<file path="config.mk">
export PLATFORM = sky130hd
export DESIGN_NAME = rab_lookup_arbiter_flat
export DESIGN_NICKNAME = d
export VERILOG_FILES = /design/src/rtl/rab_lookup_pkg.sv /design/src/rtl/rab_lookup_arbiter_if.sv /design/src/rtl/rab_rr_arbiter.sv /design/src/rtl/rab_lookup_arbiter.sv /design/src/flat_wrapper.sv
export SDC_FILE = /design/constraint.sdc
export NUM_CORES = 1
export LEC_CHECK = 0
export CAP_MARGIN = 30
export CORE_ASPECT_RATIO = 0.5
export CORE_MARGIN = 2
export CORE_UTILIZATION = 40
export CTS_CLUSTER_DIAMETER = 50
export DETAILED_ROUTE_END_ITERATION = 10
export PLACE_DENSITY = 0.83
export SETUP_SLACK_MARGIN = 0.4
export SLEW_MARGIN = 20
export SYNTH_ARGS = -nofsm -noshare
export SYNTH_HDL_FRONTEND = slang
export SYNTH_SLANG_ARGS = --single-unit
</file>
<file path="constraint.sdc">
create_clock -name Clk_CI -period 2.2 [get_ports Clk_CI]
set_input_delay 0.44 -clock Clk_CI [delete_from_list [all_inputs] [get_ports Clk_CI]]
set_output_delay 0.44 -clock Clk_CI [all_outputs]
set_load 0.05 [all_outputs]
</file>
<file path="src/rtl/rab_lookup_pkg.sv">
// Shared types and the lookup decision rule for rab_lookup_arbiter.
// Optional feature macro: RAB_PREFETCH_EN (prefetch hits are dropped and
// raise int_prefetch when defined; otherwise prefetch_i is ignored).
package rab_lookup_pkg;

  typedef enum logic {
    ST_READY = 1'b0,
    ST_WAIT  = 1'b1
  } state_e;

  typedef struct packed {
    logic accept;
    logic drop;
    logic miss;
    logic int_miss;
    logic int_multi;
    logic int_prot;
    logic int_prefetch;
  } decision_t;

  // Verdict for one lookup result; accept and drop are always complementary.
  function automatic decision_t rab_decide(input logic no_hit, input logic multi_hit,
                                           input logic no_prot, input logic prefetch);
    decision_t d;
    logic      bad;
    bad = no_hit | multi_hit | ~no_prot;
`ifdef RAB_PREFETCH_EN
    bad            = bad | prefetch;
    d.int_prefetch = ~no_hit & prefetch;
`else
    // Prefetch plays no part in the verdict in this build.
    d.int_prefetch = prefetch & 1'b0;
`endif
    d.accept    = ~bad;
    d.drop      = bad;
    d.miss      = no_hit;
    d.int_miss  = no_hit;
    d.int_multi = multi_hit;
    d.int_prot  = ~no_prot;
    return d;
  endfunction

endpackage

</file>
<file path="src/rtl/rab_lookup_arbiter_if.sv">
// Port bundle of rab_lookup_arbiter. slave = arbiter side, master = the
// slave ports / TLB lookup / IRQ logic around it.
// Handshake: sel_valid_o high means a grant to sel_idx_o is made this cycle
// and the lookup result inputs must describe that port in the same cycle;
// the winner must later pulse sent_i[winner] before another grant is made.
interface rab_lookup_arbiter_if #(
  parameter int NUM_PORTS      = 2,
  parameter int AXI_ADDR_WIDTH = 40
);
  import rab_lookup_pkg::*;
  localparam int PORT_IDX_W = $clog2(NUM_PORTS);

  logic [NUM_PORTS-1:0]      addr_valid_i;
  logic [NUM_PORTS-1:0]      sent_i;
  logic [PORT_IDX_W-1:0]     sel_idx_o;
  logic                      sel_valid_o;
  logic                      no_hit_i;
  logic                      multi_hit_i;
  logic                      no_prot_i;
  logic                      prefetch_i;
  logic [AXI_ADDR_WIDTH-1:0] out_addr_i;
  logic                      cache_coherent_i;
  logic [NUM_PORTS-1:0]      accept_o;
  logic [NUM_PORTS-1:0]      drop_o;
  logic [NUM_PORTS-1:0]      miss_o;
  logic [AXI_ADDR_WIDTH-1:0] out_addr_reg_o;
  logic                      cache_coherent_reg_o;
  logic                      int_miss_o;
  logic                      int_multi_o;
  logic                      int_prot_o;
  logic                      int_prefetch_o;
  logic [PORT_IDX_W-1:0]     int_port_o;
  state_e                    dbg_state_o;

  modport slave (
    input  addr_valid_i, sent_i, no_hit_i, multi_hit_i, no_prot_i, prefetch_i,
           out_addr_i, cache_coherent_i,
    output sel_idx_o, sel_valid_o, accept_o, drop_o, miss_o, out_addr_reg_o,
           cache_coherent_reg_o, int_miss_o, int_multi_o, int_prot_o,
           int_prefetch_o, int_port_o, dbg_state_o
  );

  modport master (
    output addr_valid_i, sent_i, no_hit_i, multi_hit_i, no_prot_i, prefetch_i,
           out_addr_i, cache_coherent_i,
    input  sel_idx_o, sel_valid_o, accept_o, drop_o, miss_o, out_addr_reg_o,
           cache_coherent_reg_o, int_miss_o, int_multi_o, int_prot_o,
           int_prefetch_o, int_port_o, dbg_state_o
  );
endinterface

</file>
<file path="src/rtl/rab_rr_arbiter.sv">
// Round-robin pick: first requester at or after the pointer, wrapping at
// NUM_PORTS (also for non-power-of-two counts). Pointer advances past the
// pick when update_i is high and a pick exists.
module rab_rr_arbiter #(
  parameter int NUM_PORTS = 2,
  parameter int IDX_W     = $clog2(NUM_PORTS)
) (
  input  logic                 clk,
  input  logic                 rst,
  input  logic [NUM_PORTS-1:0] req_i,
  input  logic                 update_i,
  output logic [IDX_W-1:0]     idx_o,
  output logic                 valid_o
);

  logic [IDX_W-1:0] ptr_q, ptr_d;
  logic [IDX_W:0]   cand;
  logic [IDX_W-1:0] cand_idx;

  // Scan the ports starting at the pointer and keep the first requester.
  always_comb begin
    idx_o    = '0;
    valid_o  = 1'b0;
    cand     = '0;
    cand_idx = '0;
    for (int i = 0; i < NUM_PORTS; i++) begin
      cand = {1'b0, ptr_q} + (IDX_W+1)'(i);
      if (cand >= (IDX_W+1)'(NUM_PORTS)) cand = cand - (IDX_W+1)'(NUM_PORTS);
      cand_idx = cand[IDX_W-1:0];
      if (!valid_o && req_i[cand_idx]) begin
        valid_o = 1'b1;
        idx_o   = cand_idx;
      end
    end
  end

  // Next pointer: one past the winner, wrapping from NUM_PORTS-1 to 0.
  always_comb begin
    ptr_d = ptr_q;
    if (update_i && valid_o)
      ptr_d = (idx_o == IDX_W'(NUM_PORTS - 1)) ? '0 : idx_o + 1'b1;
  end

  // Pointer register.
  always_ff @(posedge clk or posedge rst) begin
    if (rst) ptr_q <= '0;
    else     ptr_q <= ptr_d;
  end

endmodule

</file>
<file path="src/rtl/rab_lookup_arbiter.sv">
// N-port RAB lookup arbiter: round-robin grant to the shared TLB lookup,
// registered one-cycle verdict pulses to the winner plus interrupt pulses,
// then WAIT until the winner reports its transaction sent.
// Optional feature macro: RAB_PREFETCH_EN (see rab_lookup_pkg).
module rab_lookup_arbiter
  import rab_lookup_pkg::*;
#(
  parameter int NUM_PORTS      = 2,
  parameter int AXI_ADDR_WIDTH = 40,
  parameter int PORT_IDX_W     = $clog2(NUM_PORTS)
) (
  input logic Clk_CI,
  input logic Rst_RI,
  rab_lookup_arbiter_if.slave bus
);

  state_e                    state_q, state_d;
  logic [PORT_IDX_W-1:0]     win_q, win_d;
  logic [NUM_PORTS-1:0]      accept_q, accept_d, drop_q, drop_d, miss_q, miss_d;
  logic                      int_miss_q, int_miss_d, int_multi_q, int_multi_d;
  logic                      int_prot_q, int_prot_d, int_pref_q, int_pref_d;
  logic [AXI_ADDR_WIDTH-1:0] out_addr_q, out_addr_d;
  logic                      cc_q, cc_d;
  logic [PORT_IDX_W-1:0]     int_port_q, int_port_d;
  logic [PORT_IDX_W-1:0]     grant_idx;
  logic                      grant_any;
  logic                      arb_update;
  logic                      sel_valid;
  decision_t                 dec;

  assign arb_update = (state_q == ST_READY);

  rab_rr_arbiter #(
    .NUM_PORTS(NUM_PORTS),
    .IDX_W    (PORT_IDX_W)
  ) u_rr (
    .clk     (Clk_CI),
    .rst     (Rst_RI),
    .req_i   (bus.addr_valid_i),
    .update_i(arb_update),
    .idx_o   (grant_idx),
    .valid_o (grant_any)
  );

  // FSM next state and the verdict that becomes next cycle's pulses.
  always_comb begin
    dec        = rab_decide(bus.no_hit_i, bus.multi_hit_i, bus.no_prot_i, bus.prefetch_i);
    sel_valid  = (state_q == ST_READY) && grant_any;
    state_d    = state_q;
    win_d      = win_q;
    accept_d   = '0;
    drop_d     = '0;
    miss_d     = '0;
    int_miss_d = 1'b0;
    int_multi_d = 1'b0;
    int_prot_d = 1'b0;
    int_pref_d = 1'b0;
    out_addr_d = out_addr_q;
    cc_d       = cc_q;
    int_port_d = int_port_q;
    case (state_q)
      ST_READY: begin
        if (sel_valid) begin
          accept_d[grant_idx] = dec.accept;
          drop_d[grant_idx]   = dec.drop;
          miss_d[grant_idx]   = dec.miss;
          int_miss_d  = dec.int_miss;
          int_multi_d = dec.int_multi;
          int_prot_d  = dec.int_prot;
          int_pref_d  = dec.int_prefetch;
          out_addr_d  = bus.out_addr_i;
          cc_d        = bus.cache_coherent_i;
          int_port_d  = grant_idx;
          win_d       = grant_idx;
          state_d     = ST_WAIT;
        end
      end
      ST_WAIT: begin
        // Only the latched winner may release the lookup.
        if (bus.sent_i[win_q]) state_d = ST_READY;
      end
    endcase
  end

  // State and output registers; reset aborts any transaction in flight.
  always_ff @(posedge Clk_CI or posedge Rst_RI) begin
    if (Rst_RI) begin
      state_q     <= ST_READY;
      win_q       <= '0;
      accept_q    <= '0;
      drop_q      <= '0;
      miss_q      <= '0;
      int_miss_q  <= 1'b0;
      int_multi_q <= 1'b0;
      int_prot_q  <= 1'b0;
      int_pref_q  <= 1'b0;
      out_addr_q  <= '0;
      cc_q        <= 1'b0;
      int_port_q  <= '0;
    end else begin
      state_q     <= state_d;
      win_q       <= win_d;
      accept_q    <= accept_d;
      drop_q      <= drop_d;
      miss_q      <= miss_d;
      int_miss_q  <= int_miss_d;
      int_multi_q <= int_multi_d;
      int_prot_q  <= int_prot_d;
      int_pref_q  <= int_pref_d;
      out_addr_q  <= out_addr_d;
      cc_q        <= cc_d;
      int_port_q  <= int_port_d;
    end
  end

  assign bus.sel_valid_o          = sel_valid;
  assign bus.sel_idx_o            = sel_valid ? grant_idx : '0;
  assign bus.accept_o             = accept_q;
  assign bus.drop_o               = drop_q;
  assign bus.miss_o               = miss_q;
  assign bus.int_miss_o           = int_miss_q;
  assign bus.int_multi_o          = int_multi_q;
  assign bus.int_prot_o           = int_prot_q;
  assign bus.int_prefetch_o       = int_pref_q;
  assign bus.out_addr_reg_o       = out_addr_q;
  assign bus.cache_coherent_reg_o = cc_q;
  assign bus.int_port_o           = int_port_q;
  assign bus.dbg_state_o          = state_q;

endmodule

</file>
<file path="src/flat_wrapper.sv">
// flat-port wrapper written by rule: the top's interface ports become plain ports
module rab_lookup_arbiter_flat import rab_lookup_pkg::*;
#(
  parameter int NUM_PORTS      = 2,
  parameter int AXI_ADDR_WIDTH = 40,
  parameter int PORT_IDX_W     = $clog2(NUM_PORTS)
)
  (Clk_CI, Rst_RI, bus_addr_valid_i, bus_sent_i, bus_no_hit_i, bus_multi_hit_i, bus_no_prot_i, bus_prefetch_i, bus_out_addr_i, bus_cache_coherent_i, bus_sel_idx_o, bus_sel_valid_o, bus_accept_o, bus_drop_o, bus_miss_o, bus_out_addr_reg_o, bus_cache_coherent_reg_o, bus_int_miss_o, bus_int_multi_o, bus_int_prot_o, bus_int_prefetch_o, bus_int_port_o, bus_dbg_state_o);
  rab_lookup_arbiter_if #(.NUM_PORTS(NUM_PORTS), .AXI_ADDR_WIDTH(AXI_ADDR_WIDTH)) bus_i ();
  input logic Clk_CI;
  input logic Rst_RI;
  input wire logic [$bits(bus_i.addr_valid_i)-1:0] bus_addr_valid_i;
  input wire logic [$bits(bus_i.sent_i)-1:0] bus_sent_i;
  input wire logic [$bits(bus_i.no_hit_i)-1:0] bus_no_hit_i;
  input wire logic [$bits(bus_i.multi_hit_i)-1:0] bus_multi_hit_i;
  input wire logic [$bits(bus_i.no_prot_i)-1:0] bus_no_prot_i;
  input wire logic [$bits(bus_i.prefetch_i)-1:0] bus_prefetch_i;
  input wire logic [$bits(bus_i.out_addr_i)-1:0] bus_out_addr_i;
  input wire logic [$bits(bus_i.cache_coherent_i)-1:0] bus_cache_coherent_i;
  output wire logic [$bits(bus_i.sel_idx_o)-1:0] bus_sel_idx_o;
  output wire logic [$bits(bus_i.sel_valid_o)-1:0] bus_sel_valid_o;
  output wire logic [$bits(bus_i.accept_o)-1:0] bus_accept_o;
  output wire logic [$bits(bus_i.drop_o)-1:0] bus_drop_o;
  output wire logic [$bits(bus_i.miss_o)-1:0] bus_miss_o;
  output wire logic [$bits(bus_i.out_addr_reg_o)-1:0] bus_out_addr_reg_o;
  output wire logic [$bits(bus_i.cache_coherent_reg_o)-1:0] bus_cache_coherent_reg_o;
  output wire logic [$bits(bus_i.int_miss_o)-1:0] bus_int_miss_o;
  output wire logic [$bits(bus_i.int_multi_o)-1:0] bus_int_multi_o;
  output wire logic [$bits(bus_i.int_prot_o)-1:0] bus_int_prot_o;
  output wire logic [$bits(bus_i.int_prefetch_o)-1:0] bus_int_prefetch_o;
  output wire logic [$bits(bus_i.int_port_o)-1:0] bus_int_port_o;
  output wire logic [$bits(bus_i.dbg_state_o)-1:0] bus_dbg_state_o;
  assign bus_i.addr_valid_i = bus_addr_valid_i;
  assign bus_i.sent_i = bus_sent_i;
  assign bus_i.no_hit_i = bus_no_hit_i;
  assign bus_i.multi_hit_i = bus_multi_hit_i;
  assign bus_i.no_prot_i = bus_no_prot_i;
  assign bus_i.prefetch_i = bus_prefetch_i;
  assign bus_i.out_addr_i = bus_out_addr_i;
  assign bus_i.cache_coherent_i = bus_cache_coherent_i;
  assign bus_sel_idx_o = bus_i.sel_idx_o;
  assign bus_sel_valid_o = bus_i.sel_valid_o;
  assign bus_accept_o = bus_i.accept_o;
  assign bus_drop_o = bus_i.drop_o;
  assign bus_miss_o = bus_i.miss_o;
  assign bus_out_addr_reg_o = bus_i.out_addr_reg_o;
  assign bus_cache_coherent_reg_o = bus_i.cache_coherent_reg_o;
  assign bus_int_miss_o = bus_i.int_miss_o;
  assign bus_int_multi_o = bus_i.int_multi_o;
  assign bus_int_prot_o = bus_i.int_prot_o;
  assign bus_int_prefetch_o = bus_i.int_prefetch_o;
  assign bus_int_port_o = bus_i.int_port_o;
  assign bus_dbg_state_o = bus_i.dbg_state_o;
  rab_lookup_arbiter #(.NUM_PORTS(NUM_PORTS), .AXI_ADDR_WIDTH(AXI_ADDR_WIDTH), .PORT_IDX_W(PORT_IDX_W)) u_core (.Clk_CI(Clk_CI), .Rst_RI(Rst_RI), .bus(bus_i));
endmodule
</file>
==> run summary <==
- startpoint of the worst-slack reg-to-reg timing path: u_core.bus.dbg_state_o
- peak fanout along the critical path: 5
- Tightest Hold Check Type: primary input to asynchronous set/reset pin
- commonest non-fill, non-tap cell in the layout: dlygate4sd2_1
- Max Cap Viol: 0
- number of buffers inserted during clock tree synthesis: 5
- count of H-tree levels built during CTS: 2
- number of antenna violations at the first check in global routing: 0
- total number of placement rows: 18
- insertion delay of the later-clocked pin in the worst-skew pair: 0.31 ns
- global-route usage over all layers: 0.179
- largest buffer count on any clock path: 2
- placed wire-length estimate: 3760 µm
- setup slack on the worst flop-to-flop path: 0.80 ns
- number of antenna diodes: 0
- Slew headroom: 0.652
- Data required, critical path: 1.76 ns
- nets@finish: 289
- Post-Syn Nets: 174
- die area: 5980 µm²
- launch point of the critical path: bus_addr_valid_i[1]
- number of vias per cell: 4.50
- clock transition time at the flip-flop clock pins of the worst setup and hold paths: 0.10 ns
- drt drc: 0
- outcome: completed
- final wirelength: 5000 µm
- time the final worst path needs with I/O delays and setup: 1.73 ns
- worst clock skew: 0.0129 ns
- clock power share: 0.130
- worst setup path category: primary input to output pin
- transition at the pin with the smallest max-transition slack: 0.524 ns
- worst path setup slack after routing: 0.470 ns
- worst path cell trace: dlygate4sd2_1 > nand2b_1 > nor2_2 > buf_12
- Mapped Cells: 123
- highest-delay cell along the critical path: dlygate4sd2_1
- internal power summed over all cells: 3160 µW
- Layout area overhead: 59.4%
- net switching fraction of the power: 0.469
- setup slack at placement: 0.184 ns
- maximum number of pins on one net before global-route repair: 17
- endpoint class of the critical path: output pin
- number of max-slew violations in the final report: 0
- drt first pass iters: 4
- number of global-route vias before repair: 1540
- longest individual stage delay on the worst path: 0.34 ns
- starting utilization of the core area: 0.424
- count of distinct cell types in the synthesized netlist: 21
- number of flip-flops and latches in the synthesized netlist: 53
- 1st-iter DRT viols: 41
- Synthesis Warnings: 0
- endpoint of the most critical setup path: bus_sel_idx_o
- power per cell area: 1750 nW/µm²
- sequential element share of the synthesized area: 0.621
- TritonCTS clock tree: built
- leakage power figure: 0.00163 µW
- Post-Syn Area per Cell: 17.4 µm²
- most used cells in the layout excluding fill and tap cells: dlygate4sd2_1 (54), dfrtp_1 (53), clkdlybuf4s50_1 (47)
- Die X: 107 µm
- global-route wire length before repair: 8170 µm
- final worst-path cycle share: 0.786
- post-synthesis cell area: 2140 µm²
- Achievable Freq: 578 MHz
- area inside the core boundary: 5040 µm²
- total negative slack: 0 ns
- Die Height: 55.7 µm
- data arrival time of the worst path: 1.29 ns
- clock tree root buffer cell: clkbuf_8
- net switching power: 2790 µW
- Power Total: 5950 µW
- overflow left after global routing: 0
- kind of start point of the critical path: primary input
- count of clock tree sinks: 53
- Max VDD drop: 0.837 mV
- fraction of power consumed by sequential logic: 0.280
- R2R cell count: 4
- vias after detailed routing: 1391
- post-detailed-route count of antenna-violating nets: 0
- share of power burned in combinational logic: 0.590
- layout cell share with drive strength beyond 1: 0.276
- hold violation total from the final report: 0
- endpoint of the most critical register-to-register path: u_core.bus.out_addr_reg_o[3]
- buffers added on ports: 103
- final weighted congestion in routability-driven placement: 0.738
- RSZ-0062 raised after global routing: no
- Routed wire per std cell: 16.2 µm
- I/O Pins: 106
- Final Setup Violations: 0
cells in the mapped netlist:
cell / count / area (µm²)
nand2b_1: 2 / 12.5
conb_1: 1 / 3.75
mux2i_1: 1 / 10.0
a211oi_1: 3 / 22.5
inv_1: 2 / 7.51
o22a_1: 1 / 8.76
a21o_1: 1 / 7.51
nor2_1: 3 / 11.3
mux2_4: 36 / 541
o21bai_4: 1 / 18.8
buf_6: 4 / 45.0
mux2_2: 5 / 56.3
o2bb2ai_1: 1 / 8.76
and2_1: 1 / 6.26
inv_4: 1 / 6.26
nor3b_1: 1 / 7.51
nor2b_1: 1 / 6.26
buf_4: 1 / 7.51
or3b_2: 1 / 8.76
nor3_1: 3 / 15.0
dfrtp_1: 53 / 1330
registers in the layout, summed over array words and instances, names as in the netlist:
register,count
u_core.bus.int_miss_o,1
u_core.bus.int_multi_o,1
u_core.bus.int_port_o,1
u_core.u_rr.ptr_q,1
u_core.bus.drop_o,2
u_core.bus.out_addr_reg_o,40
u_core.bus.int_prot_o,1
u_core.bus.miss_o,2
u_core.bus.dbg_state_o,1
u_core.bus.cache_coherent_reg_o,1
u_core.bus.accept_o,2
critical path, delay by kind of cell:
family | cells | cell delay [ns]
buf+inv | 2 | 0.50
simple gates | 2 | 0.34
cell type report:
type | instances | area, µm²
fill | 385 | 1640
sequential | 53 | 1330
clock buffer | 5 | 68.8
inverter | 3 | 16.3
tap | 70 | 87.6
timing repair buffer | 113 | 1100
multi-input combinational | 62 | 747
clock inverter | 3 | 65.1
per-layer routing:
| layer | vias up | global-route usage | share of wire |
|---|---|---|---|
| met5 | - | 0 | 0 |
| li1 | 657 | - | - |
| met2 | 35 | 0.328 | 0.55 |
| met4 | 0 | 0.0604 | 0.010 |
| met1 | 691 | 0.209 | 0.40 |
| met3 | 8 | 0.0398 | 0.035 |
worst min path at each step:
stage	from	endpoint	slack [ns]	cells after the start
after global placement	u_core.bus.out_addr_reg_o[6]	u_core.bus.out_addr_reg_o[6]	0.49	1
after floorplan	u_core.u_rr.ptr_q	u_core.bus.accept_o[0]	0.49	1
after global routing	Rst_RI	u_core.bus.out_addr_reg_o[4]	0.45	2
final	Rst_RI	u_core.bus.out_addr_reg_o[6]	0.41	2
after CTS	Rst_RI	u_core.bus.out_addr_reg_o[6]	0.42	2
after detailed placement	u_core.bus.out_addr_reg_o[26]	u_core.bus.out_addr_reg_o[26]	0.49	1
cells by family (layout without fill, tap and decap cells):
logic type	count (synthesis)	count (layout)	share of synthesized area
multiplexers	42	42	0.284
AND/OR/NAND/NOR	12	12	0.0316
flip-flops	53	53	0.621
buffers and inverters	8	124	0.0310
other	1	1	0.00175
AO/OA/AOI/OAI	7	7	0.0310
repair_timing:
item,4_1_cts,5_1_grt
gates resized for setup,55,0
hold endpoints to repair,0,0
hold buffers,0,0
endpoints found under the setup margin,54,0
buffers inserted,1,0
power by group through the flow:
stage / Clock, µW / Sequential (µW) / Combinational (µW)
after global placement: 0 / 1670 / 3770
after CTS: 792 / 1670 / 3540
after floorplan: 0 / 3200 / 1040
final: 773 / 1670 / 3510
after detailed placement: 0 / 1690 / 3820
after global routing: 832 / 1720 / 3630
metrics by stage:
| step | instance area (µm²) | instances | hold WS [ns] | util |
|---|---|---|---|---|
| detailed placement | 3330 | 300 | 0.495 | 0.660 |
| global route | 3410 | 309 | 0.447 | 0.675 |
| floorplan | 2140 | 123 | 0.491 | - |
| CTS | 3410 | 309 | 0.416 | 0.675 |
| global placement | 3330 | 300 | 0.490 | 0.660 |
| finish | 3410 | 309 | 0.409 | 0.675 |
No activity file was read; power rests on OpenSTA's default activity.
